**src/rtl/i2c_xfer_sequencer.sv**
```systemverilog
// Transaction-level I2C master sequencer: turns one read/write request into
// START, address byte, data bytes and STOP primitives for the bit engine.
module i2c_xfer_sequencer #(
  parameter int LEN_W = 4
) (
  input  logic             clk,
  input  logic             rst_n,
  input  logic             req_valid,
  output logic             req_ready,
  input  logic [6:0]       req_addr,
  input  logic             req_rnw,
  input  logic [LEN_W-1:0] req_len,
  input  logic [7:0]       wr_data,
  input  logic             wr_valid,
  output logic             wr_ready,
  output logic [7:0]       rd_data,
  output logic             rd_valid,
  output logic [2:0]       prim_cmd,
  output logic [7:0]       prim_data,
  output logic             prim_valid,
  input  logic             prim_ready,
  input  logic             prim_done,
  input  logic [7:0]       prim_rdata,
  input  logic             prim_ack,
  output logic             busy,
  output logic             done,
  output logic             nack_err
);

  // Handshakes: a transfer happens on a rising edge where valid and ready are
  // both high; a source holds valid and its payload stable until then.

  typedef enum logic [2:0] {
    S_IDLE, S_START, S_ADDR, S_WDATA, S_RDATA, S_STOP, S_DONE
  } state_t;

  typedef enum logic [1:0] {
    PH_ISSUE, PH_WAIT, PH_FETCH
  } phase_t;

  localparam logic [2:0] CMD_NOP       = 3'd0;
  localparam logic [2:0] CMD_START     = 3'd1;
  localparam logic [2:0] CMD_STOP      = 3'd2;
  localparam logic [2:0] CMD_WRITE     = 3'd3;
  localparam logic [2:0] CMD_READ_ACK  = 3'd4;
  localparam logic [2:0] CMD_READ_NACK = 3'd5;

  state_t           state, state_d;
  phase_t           phase, phase_d;
  logic [LEN_W-1:0] cnt, cnt_d;
  logic             nack_q, nack_d;
  logic [6:0]       addr_q;
  logic             rnw_q;
  logic [7:0]       wbyte_q;
  logic             has_prim;
  logic [2:0]       cmd_sel;
  logic [7:0]       data_sel;
  logic             wait_done;
  logic             cnt_is_one;

  assign wait_done  = (phase == PH_WAIT) && prim_done;
  assign cnt_is_one = (cnt == LEN_W'(1));

  always_ff @(posedge clk or negedge rst_n) begin
    if (!rst_n) begin
      state  <= S_IDLE;
      phase  <= PH_ISSUE;
      cnt    <= '0;
      nack_q <= 1'b0;
    end else begin
      state  <= state_d;
      phase  <= phase_d;
      cnt    <= cnt_d;
      nack_q <= nack_d;
    end
  end

  always_comb begin
    state_d    = state;
    phase_d    = phase;
    cnt_d      = cnt;
    nack_d     = nack_q;
    req_ready  = 1'b0;
    wr_ready   = 1'b0;
    busy       = 1'b1;
    done       = 1'b0;
    nack_err   = 1'b0;
    has_prim   = 1'b0;
    cmd_sel    = CMD_NOP;
    data_sel   = 8'h00;
    prim_valid = 1'b0;
    prim_cmd   = CMD_NOP;
    prim_data  = 8'h00;

    case (state)
      S_IDLE: begin
        req_ready = 1'b1;
        busy      = 1'b0;
        if (req_valid) begin
          state_d = S_START;
          phase_d = PH_ISSUE;
          cnt_d   = req_len;
          nack_d  = 1'b0;
        end
      end
      S_START: begin
        has_prim = 1'b1;
        cmd_sel  = CMD_START;
        if (wait_done) begin
          state_d = S_ADDR;
          phase_d = PH_ISSUE;
        end
      end
      S_ADDR: begin
        has_prim = 1'b1;
        cmd_sel  = CMD_WRITE;
        data_sel = {addr_q, rnw_q};
        if (wait_done) begin
          if (prim_ack) begin
            nack_d  = 1'b1;
            state_d = S_STOP;
            phase_d = PH_ISSUE;
          end else if (cnt == '0) begin
            state_d = S_STOP;
            phase_d = PH_ISSUE;
          end else if (rnw_q) begin
            state_d = S_RDATA;
            phase_d = PH_ISSUE;
          end else begin
            state_d = S_WDATA;
            phase_d = PH_FETCH;
          end
        end
      end
      S_WDATA: begin
        has_prim = 1'b1;
        cmd_sel  = CMD_WRITE;
        data_sel = wbyte_q;
        if (phase == PH_FETCH) begin
          wr_ready = 1'b1;
          if (wr_valid) phase_d = PH_ISSUE;
        end
        if (wait_done) begin
          cnt_d = cnt - LEN_W'(1);
          // A NACKed byte ends the transfer; the rest of the stream stays put.
          if (prim_ack) begin
            nack_d  = 1'b1;
            state_d = S_STOP;
            phase_d = PH_ISSUE;
          end else if (cnt_is_one) begin
            state_d = S_STOP;
            phase_d = PH_ISSUE;
          end else begin
            phase_d = PH_FETCH;
          end
        end
      end
      S_RDATA: begin
        has_prim = 1'b1;
        cmd_sel  = cnt_is_one ? CMD_READ_NACK : CMD_READ_ACK;
        if (wait_done) begin
          cnt_d   = cnt - LEN_W'(1);
          phase_d = PH_ISSUE;
          if (cnt_is_one) state_d = S_STOP;
        end
      end
      S_STOP: begin
        has_prim = 1'b1;
        cmd_sel  = CMD_STOP;
        if (wait_done) begin
          state_d = S_DONE;
          phase_d = PH_ISSUE;
        end
      end
      S_DONE: begin
        done     = 1'b1;
        nack_err = nack_q;
        nack_d   = 1'b0;
        state_d  = S_IDLE;
        phase_d  = PH_ISSUE;
      end
      default: begin
        state_d = S_IDLE;
        phase_d = PH_ISSUE;
      end
    endcase

    if (has_prim && (phase == PH_ISSUE)) begin
      prim_valid = 1'b1;
      prim_cmd   = cmd_sel;
      prim_data  = data_sel;
      if (prim_ready) phase_d = PH_WAIT;
    end
  end

  always_ff @(posedge clk or negedge rst_n) begin
    if (!rst_n) begin
      addr_q   <= 7'h00;
      rnw_q    <= 1'b0;
      wbyte_q  <= 8'h00;
      rd_data  <= 8'h00;
      rd_valid <= 1'b0;
    end else begin
      if (req_valid && req_ready) begin
        addr_q <= req_addr;
        rnw_q  <= req_rnw;
      end
      if (wr_valid && wr_ready) wbyte_q <= wr_data;
      rd_valid <= (state == S_RDATA) && wait_done;
      if ((state == S_RDATA) && wait_done) rd_data <= prim_rdata;
    end
  end

endmodule

```
**config.mk**
```make
export PLATFORM = sky130hd
export DESIGN_NAME = i2c_xfer_sequencer
export DESIGN_NICKNAME = d
export VERILOG_FILES = /design/src/rtl/i2c_xfer_sequencer.sv
export SDC_FILE = /design/constraint.sdc
export NUM_CORES = 1
export LEC_CHECK = 0
export CAP_MARGIN = 20
export CORE_AREA = 4 4 91 59
export DETAILED_ROUTE_END_ITERATION = 12
export DIE_AREA = 0 0 95 63
export MAX_ROUTING_LAYER = met4
export PLACE_DENSITY_LB_ADDON = 0.12
export SLEW_MARGIN = 20
export SYNTH_ARGS = -nofsm -noshare
export SYNTH_HDL_FRONTEND = slang
export SYNTH_SLANG_ARGS = --single-unit
export TNS_END_PERCENT = 5
```
**constraint.sdc**
```tcl
create_clock -name clk -period 1.6 [get_ports clk]
set_clock_uncertainty 0.15 [all_clocks]
set_input_delay 0.24 -clock clk [delete_from_list [all_inputs] [get_ports clk]]
set_output_delay 0.24 -clock clk [all_outputs]
set_load 0.03 [all_outputs]
```
==> key figures <==
Worst setup path
  – Worst EP required: approximately 1.2 ns
  – Buffers & Inverters on Critical Path: 3
  – CP max stage delay: 0.41 ns
  – Critical path arrival: approximately 1.6 ns
  – Critical path's most frequent cell: buf_6
  – Top delay family on crit path: compound AO/OA/AOI/OAI gates
  – Worst Setup Start Kind: flop
  – Slowest CP cell: dfrtp_2
  – R2r setup slk: -0.23 ns
  – Crit Path Class: flop to output port
  – Crit Path Max Fanout: 6
  – Worst path cell trace: buf_6, nor3_4, buf_4, a2111oi_4, a21boi_4, buf_6
  – Crit path capture type: output port

Floorplan
  – Initial Util: between 40% and 50%
  – IO Pins: 61
  – Die X-Extent: 95 um
  – Std cell rows: 19
  – Core area: approximately 4500 um^2
  – Die ar.: 5990 um^2
  – Die height: 63 um

Logic synthesis
  – Number of distinct library cells after synthesis: 37
  – #FFs+latches synth: 35
  – Async set or reset register ratio after synthesis: 100%
  – Post-synthesis area per instance: 9.91 um^2
  – Top post-synthesis cells by area: dfrtp_1, mux2_2, nand2_1, mux2i_1, nor2_1
  – Sequential share of the synthesized area: between 40% and 50%
  – Syn Nets: 220
  – Count leader, synth: dfrtp_1
  – Number of flops mapped to enable cells by yosys: 0
  – Yosys top cell area share: 48.3%
  – Leading area contributor after synthesis: dfrtp_1
  – Top FF cell, synth: dfrtp_1
  – Commonest cells post-synth: dfrtp_1, nand2_1, mux2_2
  – Yosys warning count: 0
  – Cell count after synthesis: between 150 and 200
  – Synthesized cell area: 1810 um^2

Routing
  – DR DRC count: 0
  – TritonRoute pass-1 iters: 4
  – Vias: 1726
  – DRT iter0 DRCs: 62
  – WL/cell: about 15 um
  – Routed WL: around 5000 um
  – DRT antenna net count: 0
  – Vias per cell: 4.89

Flow run
  – Count of max-cap constraint violations: 0

Clocking
  – # H-tree levels: 2
  – Skew-Pair Late Insertion Delay: 0.28 ns
  – Clk slew on worst S/H paths: approximately 0.07 ns
  – Clock Sinks: 35
  – Num CTS Buffers: 5
  – Root buffer cell: clkbuf_8
  – TritonCTS clock tree: built
  – CTS Buffer Depth: 2

Layout
  – Ant. Diodes: 0
  – Syn-to-layout area delta: 71.5%
  – Share of post-route cells with drive strength above 1: 41.4%
  – Fin area: 3110 um^2
  – Final nets: 327

Timing
  – Final Max Slew Viols: 0
  – Min Hold Slack: ~0.33 ns
  – Setup TNS: -9.25 ns
  – Fmax: 499 MHz
  – RSZ-0062 raised after global routing: yes
  – # setup viols final: 48
  – Worst-margin pin slew: 0.445 ns
  – Final period util: 125%
  – Slew margin rel.: about 70%
  – Setup slack after layout: -0.404 ns
  – Hold Violations, Final: 0
  – Min Tclk post-route: 2.00 ns

GRT
  – Pin count of the biggest net entering global routing: 36
  – Grt ovf: 0
  – Initial antenna violation count: 0
  – GRT Total Usage: 18.6%
  – Vias in the first global route: between 1.5k and 2k
  – Global-route wire length before repair: between 8000 and 9000 um

Power and ir drop
  – Worst IR Drop VDD: 0.00109 V
  – Cell Pwr Density: 1920 nW/um^2
  – Tot Pwr: 5.97 mW
  – Pleak: 1.45 nW

Placed design
  – GP Congestion: 0.868
  – Hpwl dp: 3800 um
  – Placement Cell Area: 2880 um^2
  – Number of I/O port buffers: 60

Run status
  – Failing checks: negative setup slack
  – Status: finished, violations left

Worst hold path
  – Worst Hold Class: flop to flop
-- final cells by class --
cell class	count	area [um^2]
clock inverter	1	5.00
fill	345	1360
timing repair buffer	107	977
clock buffer	6	82.6
tap	63	78.8
inverter	9	33.8
sequential	35	880
multi-input combinational	132	1050
-- worst register-to-register path, delay by kind of cell, from the launching register on --
family	cells	cell delay (ns)
AO/OA/AOI/OAI	1	0.20
AND/OR/NAND/NOR	2	0.68
flip-flops	1	0.44
multiplexers	1	0.28
-- flip-flops by register name, indices dropped and copies added (netlist names) --
name / flops
rd_data: 8
nack_q: 1
addr_q: 7
wbyte_q: 8
state: 3
cnt: 4
rnw_q: 1
phase: 2
rd_valid: 1
-- per-stage QoR --
step                      cells  worst slack, ns  utilization (%)
after floorplan             183           -0.266                -
after global placement      342           -0.286             64.5
after detailed placement    342           -0.296             64.5
after CTS                   353           -0.415             69.1
after global routing        353           -0.495             69.6
final                       353           -0.404             69.6
-- routing by layer --
metal,wire length [um],GRT usage [%],up-vias
li1,-,-,855
met1,2510,26.5,824
met2,2260,25.8,42
met3,353,6.62,5
met4,24,2.70,0
met5,0,-,-
-- layout by cell type (no fill, tap or decap), drive strengths merged, types with 3 or more instances in the layout --
master and n:
buf 64, dfrtp 35, clkdlybuf4s50 33, nand2 30, mux2 17, nor2 15, nor3 11, dlygate4sd2 9
inv 9, mux2i 8, clkbuf 6, a21oi 5, and2 5, o21ai 4, o32ai 4, nand3 3
a21o 3, nor2b 3
-- power breakdown --
| part | total [mW] | internal [mW] | switching [mW] | leakage, nW |
|---|---|---|---|---|
| registers | 1.54 | 1.24 | 0.302 | 0.439 |
| clock network | 0.633 | 0.337 | 0.295 | 0.0470 |
| logic | 3.80 | 1.82 | 1.98 | 0.968 |
-- worst paths after layout --
path / endpoint / cells after the start / start
min reg2reg: addr_q[5] / 2 / addr_q[5]
max reg2reg: cnt[0] / 4 / state[1]
max: prim_cmd[1] / 6 / state[1]
max in group asynchronous: state[2] / 3 / rst_n
min: addr_q[5] / 2 / addr_q[5]
min in group asynchronous: nack_q / 3 / rst_n
-- logic make-up (layout without fill, tap and decap cells) --
group	Yosys count	count (layout)	share of synthesized area, %
buffers and inverters	16	123	3.65
and+or+nand+nor	76	76	19.4
DFF	35	35	48.3
adders and majority gates	2	2	1.38
AOI/OAI and AO/OA	29	29	12.3
muxes	25	25	15.0
-- timing repair --
action                                 CTS  global route
pin swaps                                6             1
hold buffers                             1             0
endpoints found under the hold margin   35             0
gates resized for setup                 39             4
setup endpoints to repair               58            50
buffers inserted                         4             0
No activity file was read; power rests on OpenSTA's default activity.
